`config.mk`:
```
export PLATFORM = sky130hd
export DESIGN_NAME = npu_out_seq
export DESIGN_NICKNAME = d
export VERILOG_FILES = /design/src/rtl/npu_out_pkg.sv /design/src/rtl/npu_out_seq.sv
export SDC_FILE = /design/constraint.sdc
export NUM_CORES = 1
export LEC_CHECK = 0
export BUFFER_PORTS_ARGS = -buffer_cell sky130_fd_sc_hd__buf_2
export CORE_ASPECT_RATIO = 1.25
export CORE_MARGIN = 8
export CORE_UTILIZATION = 40
export DETAILED_ROUTE_END_ITERATION = 10
export GPL_TIMING_DRIVEN = 0
export HOLD_SLACK_MARGIN = 0.08
export PLACE_DENSITY = 0.64
export SYNTH_ARGS = -nofsm -noshare
export SYNTH_HDL_FRONTEND = slang
export SYNTH_SLANG_ARGS = --single-unit
```
`constraint.sdc`:
```
create_clock -name clk -period 3.35 [get_ports clk]
set_clock_uncertainty 0.1 [all_clocks]
set_input_delay 0.67 -clock clk [delete_from_list [all_inputs] [get_ports clk]]
set_output_delay 0.67 -clock clk [all_outputs]
set_load 0.01 [all_outputs]
```
`src/rtl/npu_out_pkg.sv`:
```
// Shared select codes and state encoding for the NPU output sequencer.
// The DBG state exists only when NPU_OUT_SEQ_DBG_EN is defined.
package npu_out_pkg;

  typedef enum logic [2:0] {
    ST_IDLE,
    ST_FIFO,
    ST_TGT_L,
    ST_TGT_H,
`ifdef NPU_OUT_SEQ_DBG_EN
    ST_DBG,
`endif
    ST_DONE
  } state_t;

  localparam logic [2:0] SEL_FIFO  = 3'b000;
  localparam logic [2:0] SEL_TGT_L = 3'b001;
  localparam logic [2:0] SEL_TGT_H = 3'b010;
  localparam logic [2:0] SEL_DBG   = 3'b011;
  localparam logic [2:0] SEL_GND   = 3'b100;

  function automatic logic [2:0] sel_of(state_t s);
    case (s)
      ST_FIFO:  return SEL_FIFO;
      ST_TGT_L: return SEL_TGT_L;
      ST_TGT_H: return SEL_TGT_H;
`ifdef NPU_OUT_SEQ_DBG_EN
      ST_DBG:   return SEL_DBG;
`endif
      default:  return SEL_GND;
    endcase
  endfunction

endpackage

```
`src/rtl/npu_out_seq.sv`:
```
// Output frame sequencer: FIFO payload, target low/high bytes, optional debug
// bytes (NPU_OUT_SEQ_DBG_EN), driving a downstream byte mux via sel_out.
module npu_out_seq
  import npu_out_pkg::*;
#(
  parameter int LEN_W     = 8,
  parameter int DBG_BYTES = 2
) (
  input  logic             clk,
  input  logic             rst_n,
  input  logic             start,
  input  logic [LEN_W-1:0] fifo_len,
  input  logic             fifo_empty,
  output logic             fifo_rd_en,
  output logic [2:0]       sel_out,
  output logic             out_valid,
  input  logic             out_ready,
  output logic             piso_shift,
  output logic             busy,
  output logic             done
);

  if (DBG_BYTES < 1) begin : g_bad_dbg
    $error("DBG_BYTES must be at least 1");
  end

  state_t           state;
  logic [LEN_W-1:0] cnt;
  logic             xfer;

`ifdef NPU_OUT_SEQ_DBG_EN
  localparam int DBG_W = (DBG_BYTES > 1) ? $clog2(DBG_BYTES) : 1;
  logic [DBG_W-1:0] dbg_cnt;
`endif

  always_ff @(posedge clk) begin
    if (!rst_n) begin
      state <= ST_IDLE;
      cnt   <= '0;
`ifdef NPU_OUT_SEQ_DBG_EN
      dbg_cnt <= '0;
`endif
    end else begin
      case (state)
        ST_IDLE: if (start) begin
          cnt   <= fifo_len;
          state <= (fifo_len != '0) ? ST_FIFO : ST_TGT_L;
        end
        // Counter only ever decrements from a non-zero value, so it cannot wrap.
        ST_FIFO: if (xfer) begin
          cnt <= cnt - 1'b1;
          if (cnt == LEN_W'(1)) state <= ST_TGT_L;
        end
        ST_TGT_L: if (xfer) state <= ST_TGT_H;
        ST_TGT_H: if (xfer) begin
`ifdef NPU_OUT_SEQ_DBG_EN
          dbg_cnt <= '0;
          state   <= ST_DBG;
`else
          state   <= ST_DONE;
`endif
        end
`ifdef NPU_OUT_SEQ_DBG_EN
        ST_DBG: if (xfer) begin
          if (dbg_cnt == DBG_W'(DBG_BYTES - 1)) state <= ST_DONE;
          else dbg_cnt <= dbg_cnt + 1'b1;
        end
`endif
        ST_DONE: state <= ST_IDLE;
        default: state <= ST_IDLE;
      endcase
    end
  end

  // Valid is masked during reset so nothing is popped while the frame is abandoned.
  always_comb begin
    out_valid = 1'b0;
    case (state)
      ST_FIFO:  out_valid = !fifo_empty;
      ST_TGT_L: out_valid = 1'b1;
      ST_TGT_H: out_valid = 1'b1;
`ifdef NPU_OUT_SEQ_DBG_EN
      ST_DBG:   out_valid = 1'b1;
`endif
      default:  out_valid = 1'b0;
    endcase
    out_valid = out_valid && rst_n;
  end

  assign xfer       = out_valid && out_ready;
  assign sel_out    = sel_of(state);
  assign fifo_rd_en = xfer && (state == ST_FIFO);
`ifdef NPU_OUT_SEQ_DBG_EN
  assign piso_shift = xfer && (state == ST_DBG);
`else
  assign piso_shift = 1'b0;
`endif
  assign busy       = (state != ST_IDLE);
  assign done       = (state == ST_DONE);

endmodule

```
==> impl_metrics.py, run 1 <==
metrics = {
    "outcome": {
        "status": "finished, final reports clean",
    },
    "sta": {
        "tns_ps": 0,
        "hold_viol": 0,
        "grt_setup_unrepaired": "false",
        "maxSlewHeadroom_pct": 57.2,
        "period_minus_slack_ps": 2620,
        "timing_worst_slew_pin_value_ps": 640,
        "timing.final.crit_share_pct": 78.2,
        "fin_worst_hold_slack_ps": 419,
        "clock.fmax_ghz": 0.382,
        "finalSetupViolations": 0,
        "finalMaxSlewViolations": 0,
    },
    "floorplanning": {
        "core_um2": 1910,
        "row_count": 18,
        "design.portCount": 21,
        "floorplan.initialDensity_pct": 41.4,
        "die_y_um": 65.8,
        "die_width_um": 55.8,
        "die_area_um2": 3670,
    },
    "routing": {
        "routed_wire_length_per_instance_um": 14.8,
        "drc_errors": 0,
        "routed_vias_inst": 5.76,
        "ant_nets": 0,
        "first_pass_iters": 4,
        "drt-initial-drc-count": 39,
        "routed_wl_mm": 2.13,
        "detailroute.via_count": 829,
    },
    "setup_path": {
        "timing.critical_path.required_ps": 2580,
        "critical_path.endpoint_type": "primary output",
        "worst-setup-path-type": "register to primary output",
        "critical_path_maximum_fanout": 10,
        "timing.critical_path.from_type": "register",
        "worst_ep_arrival_time_ps": 1850,
    },
    "logic_synthesis": {
        "synth.top_cell.area_share_pct": 27.8,
        "seq_area_frac_synth_pct": 27.8,
        "yosys_warnings": 0,
        "total_nets_after_synthesis": 117,
        "mean_cell_area_of_the_mapped_netlist_um2": 7.76,
        "synth_async_sr_flop_share_pct": 0,
        "yosys_register_bits": 11,
        "synth_top_cells_by_area": "dfxtp_1 (28%), nor2_1 (4.7%), o21ai_0 (4.4%)",
        "syn-instance-count": 102,
        "synthTopCellsByCount": "dfxtp_1 (11), nor2_1 (10), nand2_1 (8)",
        "netlist-cell-type-count": 39,
        "synth_largest_area_cell": "dfxtp_1",
        "synth_enable_flop_cells": 0,
        "netlist_area_um2": 792,
        "yosys.cell_count.top_type": "dfxtp_1",
        "ys_dominant_reg_cell": "dfxtp_1",
    },
    "power_and_ir_drop": {
        "power.net_switching_w": 0.000371,
        "power.combinational.fraction_pct": 59.5,
        "power_per_standard_cell_area_nw_per_um2": 863,
        "cell_internal_pwr_w": 0.000434,
        "power.static_leakage_nw": 0.414,
        "vdd_drop_max_mv": 0.357,
        "p_seq_share_pct": 28.5,
        "power.switching_fraction_pct": 46.1,
        "p_clk_share_pct": 12.1,
    },
    "placed_design": {
        "post-place-cells": 140,
        "detailed_place.area_um2": 907,
        "detailed_placer_s_ending_hpwl_mm": 1.60,
        "rd_place_congestion": 0.821,
        "buffer_ports.inserted": 18,
    },
    "finish": {
        "finalNetCount": 140,
        "nFillCells": 201,
        "ff_latch_area_um2": 220,
        "layout-drive-gt1-share_pct": 22.6,
        "post-route-cell-area_um2": 933,
        "non_filler_instances": 144,
        "multi_input_area_um2": 500,
        "number_of_antenna_cells_inserted": 0,
        "synthToLayoutAreaGrowth_pct": 17.9,
    },
    "clock_network": {
        "cts_root_buf": "clkbuf_4",
        "cts.sinks": 11,
        "cts-resized-gates": 0,
        "cts-buffers-inserted": 3,
        "worst_setup_hold_path_clk_slew_ps": 70,
        "clock_tree_from_tritoncts": "done",
        "cts_htree_levels": 1,
        "cts.path.max_buffers": 2,
        "ctsHoldBuffers": 0,
        "clock_latency_reported_for_the_late_side_of_the_worst_skew_pair_ps": 280,
        "post_cts_buffers": 0,
    },
    "global_routing": {
        "antenna_violations_before_repair": 0,
        "grt_pass1_vias": 772,
        "grt_use_met1_pct": 12.0,
        "total_routing_usage_reported_by_global_routing_pct": 11.5,
        "met2_usage_pct": 19.7,
        "globalRoute.totalOverflow": 0,
        "globalRoute.busiestLayer": "met2",
        "grt_pass1_wl_mm": 3.44,
        "grt.met3_usage_pct": 3.66,
        "pin_count_of_the_biggest_net_entering_global_routing": 11,
    },
    "job": {
        "drv_cap": 0,
    },
    "hold_path": {
        "timing.hold.worst.class": "register to register",
    },
}
-- layer usage --
metal,part of all wire [%],vias to the layer above
li1,-,414
met1,43,384
met2,51,26
met3,4.2,5
met4,1.8,0
met5,0,-
-- placed cells by master (no fill, tap or decap), types with 2 or more instances in the layout --
master | Yosys | layout
nor2_1 | 10 | 10
clkbuf_4 | 0 | 3
nor3b_1 | 2 | 2
clkbuf_1 | 3 | 4
o21ai_0 | 7 | 7
a21oi_1 | 6 | 6
dfxtp_1 | 11 | 11
a22oi_1 | 3 | 3
nor3_1 | 3 | 3
buf_2 | 0 | 18
or4_1 | 2 | 2
and2_1 | 4 | 4
or3_1 | 2 | 2
nand3_1 | 3 | 3
nor4_1 | 2 | 2
o211ai_1 | 3 | 3
buf_6 | 3 | 3
o21bai_1 | 2 | 2
nand2b_1 | 2 | 2
nand2_1 | 8 | 8
ha_1 | 2 | 2
inv_1 | 5 | 5
-- kinds of logic after synthesis --
| group | share of synthesized area (%) |
|---|---|
| AND/OR/NAND/NOR | 29.1 |
| AO/OA/AOI/OAI | 29.2 |
| buffers and inverters | 9.00 |
| flip-flops | 27.8 |
| adder cells (fa/ha/maj) | 3.16 |
| multiplexers | 1.26 |
| other | 0.473 |
-- area by class of cell --
type,instances,share of cell area (%)
plain buffers,7,5.63
clock buffers,4,2.82
inverters,5,2.01
multi-input cells,79,53.6
flip-flops and latches,11,23.6
well taps,20,2.68
repair buffers,18,9.65
-- path summary, 6_finish.rpt --
kind,start,end,slack (ps),cells after the start
hold / removal,cnt[7]$_SDFFE_PN0P_,cnt[7]$_SDFFE_PN0P_,420,2
setup reg to reg,state[0]$_SDFFE_PN0P_,cnt[7]$_SDFFE_PN0P_,1360,6
setup / recovery,state[0]$_SDFFE_PN0P_,fifo_rd_en,730,5
hold reg to reg,cnt[7]$_SDFFE_PN0P_,cnt[7]$_SDFFE_PN0P_,420,2
-- state kept, by name (all words and copies together) (netlist names) --
signal / cells
cnt: 8
state: 3
-- worst max-delay path, stage by stage, from the launching register on --
cell and delay (ps):
dfxtp_1 450, or3b_1 390, buf_6 150, clkbuf_1 220, nor3_1 200, buf_2 160
-- per-stage QoR --
stage	utilization [%]	total power [W]	setup slack, ps
CTS	48.8	0.000800	722
global route	48.8	0.000871	579
detailed placement	47.4	0.000700	836
finish	48.8	0.000805	730
floorplan	-	0.000581	1170
global placement	47.4	0.000696	852
-- power by group through the flow --
stage | clock network (W) | logic (W) | registers [W]
6_report | 0.0000971 | 0.000479 | 0.000229
5_1_grt | 0.000105 | 0.000531 | 0.000236
4_1_cts | 0.0000980 | 0.000475 | 0.000227
3_5_place_dp | 0 | 0.000471 | 0.000229
3_3_place_gp | 0 | 0.000467 | 0.000229
2_1_floorplan | 0 | 0.000365 | 0.000216
Note: power is estimated with default switching activity, not from simulation.
==> run 2, diff against run 1 <==
clock period = 2.45 ns   (was 3.35 ns; I/O delays follow)
==> impl_metrics.py, run 2 (same netlist as run 1, synthesis figures left out) <==
metrics = {
    "clock_network": {
        "cts-buffers-inserted": 3,
        "clock_latency_reported_for_the_late_side_of_the_worst_skew_pair_ps": 280,
        "cts_root_buf": "clkbuf_4",
        "cts_htree_levels": 1,
        "cts.sinks": 11,
        "cts.path.max_buffers": 2,
        "clock_tree_from_tritoncts": "done",
        "worst_setup_hold_path_clk_slew_ps": 70,
    },
    "finish": {
        "nFillCells": 201,
        "largest-register": "cnt",
        "finalNetCount": 139,
        "reg.largest.list": "cnt: 8 flops, state: 3 flops",
        "mostFrequentLayoutCell": "buf_2",
        "largest_register_ffs": 8,
        "synthToLayoutAreaGrowth_pct": 17.5,
        "number_of_antenna_cells_inserted": 0,
        "non_filler_instances": 143,
        "final_cell_mix": "buf_2 (18), nor2_1 (10), dfxtp_1 (10)",
        "layout-drive-gt1-share_pct": 23.6,
        "post-route-cell-area_um2": 931,
    },
    "setup_path": {
        "crit_buf_inv": 3,
        "critical_path.top_delay_family": "simple AND/OR/NAND/NOR gates",
        "worst_ep_arrival_time_ps": 1580,
        "critical_path_maximum_fanout": 18,
        "cp_slowest_cell": "or3b_1",
        "crit_chain": "buf_6 > or3b_1 > buf_6 > nor3_1 > buf_2",
        "cp_common_cell": "buf_6",
        "worst-setup-path-type": "register to primary output",
        "timing.critical_path.from_type": "register",
        "critPathMaxStageDelay_ps": 380,
        "critical_path.endpoint_type": "primary output",
        "timing.critical_path.required_ps": 1860,
    },
    "sta": {
        "grt_setup_unrepaired": "false",
        "timing_worst_slew_pin_value_ps": 616,
        "timing.final.crit_share_pct": 88.6,
        "period_minus_slack_ps": 2170,
        "tns_ps": 0,
        "finalSetupViolations": 0,
        "clock.fmax_ghz": 0.460,
        "finalMaxSlewViolations": 0,
        "hold_viol": 0,
        "maxSlewHeadroom_pct": 58.9,
        "worst_slack_ps": 278,
        "fin_worst_hold_slack_ps": 405,
    },
    "global_routing": {
        "total_routing_usage_reported_by_global_routing_pct": 11.5,
        "pin_count_of_the_biggest_net_entering_global_routing": 11,
        "globalRoute.totalOverflow": 0,
        "antenna_violations_before_repair": 0,
        "grt_pass1_vias": 772,
        "grt_pass1_wl_mm": 3.44,
    },
    "floorplanning": {
        "core_um2": 1910,
        "floorplan.initialDensity_pct": 41.4,
        "die_area_um2": 3670,
        "die_y_um": 65.8,
        "row_count": 18,
        "design.portCount": 21,
        "die_width_um": 55.8,
    },
    "power_and_ir_drop": {
        "power_per_standard_cell_area_nw_per_um2": 1170,
        "vdd_drop_max_mv": 0.457,
        "power.static_leakage_nw": 0.413,
    },
    "outcome": {
        "status": "finished, final reports clean",
    },
    "routing": {
        "ant_nets": 0,
        "routed_wire_length_per_instance_um": 14.4,
        "routed_wl_mm": 2.06,
        "first_pass_iters": 4,
        "routed_vias_inst": 5.71,
        "drc_errors": 0,
        "detailroute.via_count": 816,
        "drt-initial-drc-count": 25,
    },
    "placed_design": {
        "rd_place_congestion": 0.821,
        "post-place-cells": 140,
        "detailed_place.area_um2": 907,
        "detailed_placer_s_ending_hpwl_mm": 1.60,
        "buffer_ports.inserted": 18,
        "detailedPlace.worstSlack_ps": 296,
    },
    "hold_path": {
        "timing.hold.worst.class": "input port to register",
    },
    "job": {
        "drv_cap": 0,
    },
}
==> run 2: cell count changes in the layout (fill, tap and decap cells not counted), sizes merged <==
| cell | delta |
|---|---|
| clkbuf | -1 |
==> run 2: power breakdown <==
part	switching, W	internal (W)
sequential	0.0000720	0.000242
combinational	0.000359	0.000288
clock	0.0000693	0.0000633
==> run 2: layer usage <==
metal / routed length, µm / up-vias / global-route usage, %
li1: - / 412 / -
met4: 50 / 0 / 7.10
met3: 76 / 7 / 3.66
met5: 0 / - / 0
met1: 904 / 379 / 12.0
met2: 1030 / 18 / 19.7
==> run 2: area by class of cell <==
cell class	instances	area [µm²]	share of cell area [%]
Buffer	6	48.8	5.24
Clock buffer	4	26.3	2.82
Inverter	5	18.8	2.02
Multi-Input combinational cell	79	500	53.8
Sequential cell	11	221	23.8
Tap cell	20	25.0	2.69
Timing Repair Buffer	18	90.1	9.68
==> run 2: through the flow <==
stage	util (%)	total power, W
after floorplan	-	0.000794
after global placement	47.4	0.000952
after detailed placement	47.4	0.000958
after CTS	48.8	0.00109
after global routing	48.6	0.00119
final	48.6	0.00109
==> run 2: timing repair <==
item	4_1_cts	5_1_grt
gates resized for setup	0	1
setup endpoints to repair	0	1
setup buffers	0	0
hold buffers	0	0
==> run 2: worst min-delay path, cell delays in order <==
cell and delay (ps):
buf_2 80, a22oi_1 70, o21ai_1 110
==> run 2: final timing paths <==
path,slack (ps),from,to,cells past startpoint
worst max-delay path,280,state[2]$_SDFFE_PN0P_,fifo_rd_en,5
worst max register to register,450,state[2]$_SDFFE_PN0P_,cnt[7]$_SDFFE_PN0P_,7
worst min register to register,420,cnt[7]$_SDFFE_PN0P_,cnt[7]$_SDFFE_PN0P_,2
worst min-delay path,400,fifo_len[6],cnt[6]$_SDFFE_PN0P_,3
==> run 3, diff against run 2 <==
--- a/constraint.sdc
+++ b/constraint.sdc
@@ -3,3 +3,3 @@
 set_input_delay 0.49 -clock clk [delete_from_list [all_inputs] [get_ports clk]]
 set_output_delay 0.49 -clock clk [all_outputs]
-set_load 0.01 [all_outputs]
+set_load 0.05 [all_outputs]
==> impl_metrics.py, run 3 (same netlist as run 1, synthesis figures left out) <==
metrics = {
    "setup_path": {
        "timing.critical_path.from_type": "input port",
        "crit_end": "out_valid",
        "cp_common_cell": "clkbuf_1",
        "cp_num_cells": 4,
        "cp_slowest_cell": "clkbuf_1",
        "critical_path.endpoint_type": "primary output",
        "worstRegToRegCells": 7,
        "critical_path.startpoint": "rst_n",
        "worst_ep_arrival_time_ps": 1650,
        "crit_chain": "clkbuf_1 > clkbuf_1 > and3_1 > buf_2",
        "critical_path.top_delay_family": "buffers and inverters",
        "regToRegSetupSlack_ps": 430,
        "critical_path_maximum_fanout": 10,
        "timing.critical_path.required_ps": 1860,
        "crit-reg2reg-launch": "state[2]$_SDFFE_PN0P_",
        "worst-setup-path-type": "input port to primary output",
        "critPathMaxStageDelay_ps": 410,
        "worst_r2r_end": "cnt[7]$_SDFFE_PN0P_",
        "crit_buf_inv": 3,
    },
    "sta": {
        "finalSetupViolations": 0,
        "period_minus_slack_ps": 2240,
        "hold_viol": 0,
        "grt_setup_unrepaired": "false",
        "clock.fmax_ghz": 0.447,
        "maxSlewHeadroom_pct": 56.8,
        "timing.final.crit_share_pct": 91.3,
        "timing_worst_slew_pin_value_ps": 647,
        "finalMaxSlewViolations": 0,
        "tns_ps": 0,
    },
    "placed_design": {
        "detailed_place.area_um2": 912,
        "rd_place_congestion": 0.859,
        "detailed_placer_s_ending_hpwl_mm": 1.61,
        "buffer_ports.inserted": 18,
    },
    "global_routing": {
        "grt_pass1_vias": 802,
        "antenna_violations_before_repair": 0,
        "pin_count_of_the_biggest_net_entering_global_routing": 19,
        "grt_pass1_wl_mm": 3.23,
        "total_routing_usage_reported_by_global_routing_pct": 10.5,
        "globalRoute.totalOverflow": 0,
    },
    "floorplanning": {
        "die_area_um2": 3670,
        "floorplan.initialDensity_pct": 41.4,
        "design.portCount": 21,
        "core_um2": 1910,
        "die_y_um": 65.8,
        "row_count": 18,
        "die_width_um": 55.8,
    },
    "clock_network": {
        "post_cts_buffers": 0,
        "cts.sinks": 11,
        "cts_htree_levels": 1,
        "cts-buffers-inserted": 3,
        "clock_tree_from_tritoncts": "done",
        "cts.path.max_buffers": 2,
        "clock_latency_reported_for_the_late_side_of_the_worst_skew_pair_ps": 280,
        "cts_root_buf": "clkbuf_4",
        "worst_setup_hold_path_clk_slew_ps": 70,
    },
    "routing": {
        "routed_vias_inst": 5.78,
        "drc_errors": 0,
        "first_pass_iters": 4,
        "drt-initial-drc-count": 24,
        "routed_wl_mm": 2.04,
        "routed_wire_length_per_instance_um": 14.2,
        "detailroute.via_count": 827,
        "ant_nets": 0,
    },
    "finish": {
        "reg.largest.list": "cnt: 8 flops, state: 3 flops",
        "final_cell_mix": "buf_2 (17), nor2_1 (10), dfxtp_1 (10)",
        "synthToLayoutAreaGrowth_pct": 18.5,
        "largest-register": "cnt",
        "largest_register_ffs": 8,
        "number_of_antenna_cells_inserted": 0,
        "mostFrequentLayoutCell": "buf_2",
        "postLayoutCoreUtil_pct": 49.0,
        "layout-drive-gt1-share_pct": 24.4,
        "finalNetCount": 139,
        "post-route-cell-area_um2": 938,
    },
    "hold_path": {
        "timing.hold.worst.class": "register to register",
    },
    "outcome": {
        "status": "finished, final reports clean",
    },
    "power_and_ir_drop": {
        "vdd_drop_max_mv": 0.610,
        "power.static_leakage_nw": 0.414,
        "power_per_standard_cell_area_nw_per_um2": 1290,
    },
    "job": {
        "drv_cap": 0,
    },
}
==> run 3: cell count changes in the layout (fill, tap and decap cells not counted) <==
cell    change
buf_2       -1
buf_4       +1
nor3_1      -1
nor3_2      +1
==> run 3: report_power, final <==
| part | internal (W) | switching, W | leakage (nW) |
|---|---|---|---|
| sequential | 0.000242 | 0.0000729 | 0.0906 |
| clock | 0.0000631 | 0.0000662 | 0.0150 |
| combinational | 0.000289 | 0.000473 | 0.308 |
==> run 3: metal layers <==
layer | wire [µm] | part of all wire [%] | up-vias | global-route usage [%]
met1 | 853 | 42 | 386 | 10.5
li1 | - | - | 415 | -
met2 | 1060 | 52 | 21 | 19.9
met5 | 0 | 0 | - | 0
met4 | 34 | 1.7 | 0 | 4.63
met3 | 86 | 4.2 | 5 | 2.50
==> run 3: worst reg2reg max path, delay by kind of cell (launching register included) <==
family | cells | cell delay (ps)
DFF | 1 | 310
AOI/OAI and AO/OA | 3 | 670
buffers and inverters | 3 | 450
and+or+nand+nor | 1 | 390
==> run 3: area by class of cell <==
type                       count  area (µm²)
multi-input combinational     79         505
tap                           20        25.0
timing repair buffer          18        92.6
inverter                       5        18.8
clock buffer                   4        26.3
buffer                         6        48.8
sequential                    11         221
fill                         190         976
==> run 3: per-stage QoR <==
| stage | instances | power (W) | hold WS, ps | setup slack [ps] |
|---|---|---|---|---|
| after floorplan | 102 | 0.000918 | 370 | 76.1 |
| after global placement | 140 | 0.00108 | 396 | 187 |
| after detailed placement | 140 | 0.00108 | 408 | 218 |
| after CTS | 143 | 0.00121 | 420 | 221 |
| after global routing | 143 | 0.00130 | 456 | 130 |
| final | 143 | 0.00121 | 419 | 214 |
==> run 3: timing repair <==
action                                  CTS  global route
gates resized for setup                   2             0
endpoints found under the setup margin    1             0
hold buffers                              0             0
==> run 3: how the worst min path moves through the flow <==
stage | depth (start not counted) | startpoint | slack [ps] | endpoint
finish | 2 | cnt[3]$_SDFFE_PN0P_ | 420 | cnt[3]$_SDFFE_PN0P_
global route | 2 | cnt[4]$_SDFFE_PN0P_ | 460 | cnt[4]$_SDFFE_PN0P_
CTS | 2 | cnt[3]$_SDFFE_PN0P_ | 420 | cnt[3]$_SDFFE_PN0P_
detailed placement | 2 | cnt[3]$_SDFFE_PN0P_ | 410 | cnt[3]$_SDFFE_PN0P_
global placement | 2 | cnt[7]$_SDFFE_PN0P_ | 400 | cnt[7]$_SDFFE_PN0P_
floorplan | 2 | cnt[7]$_SDFFE_PN0P_ | 370 | cnt[7]$_SDFFE_PN0P_
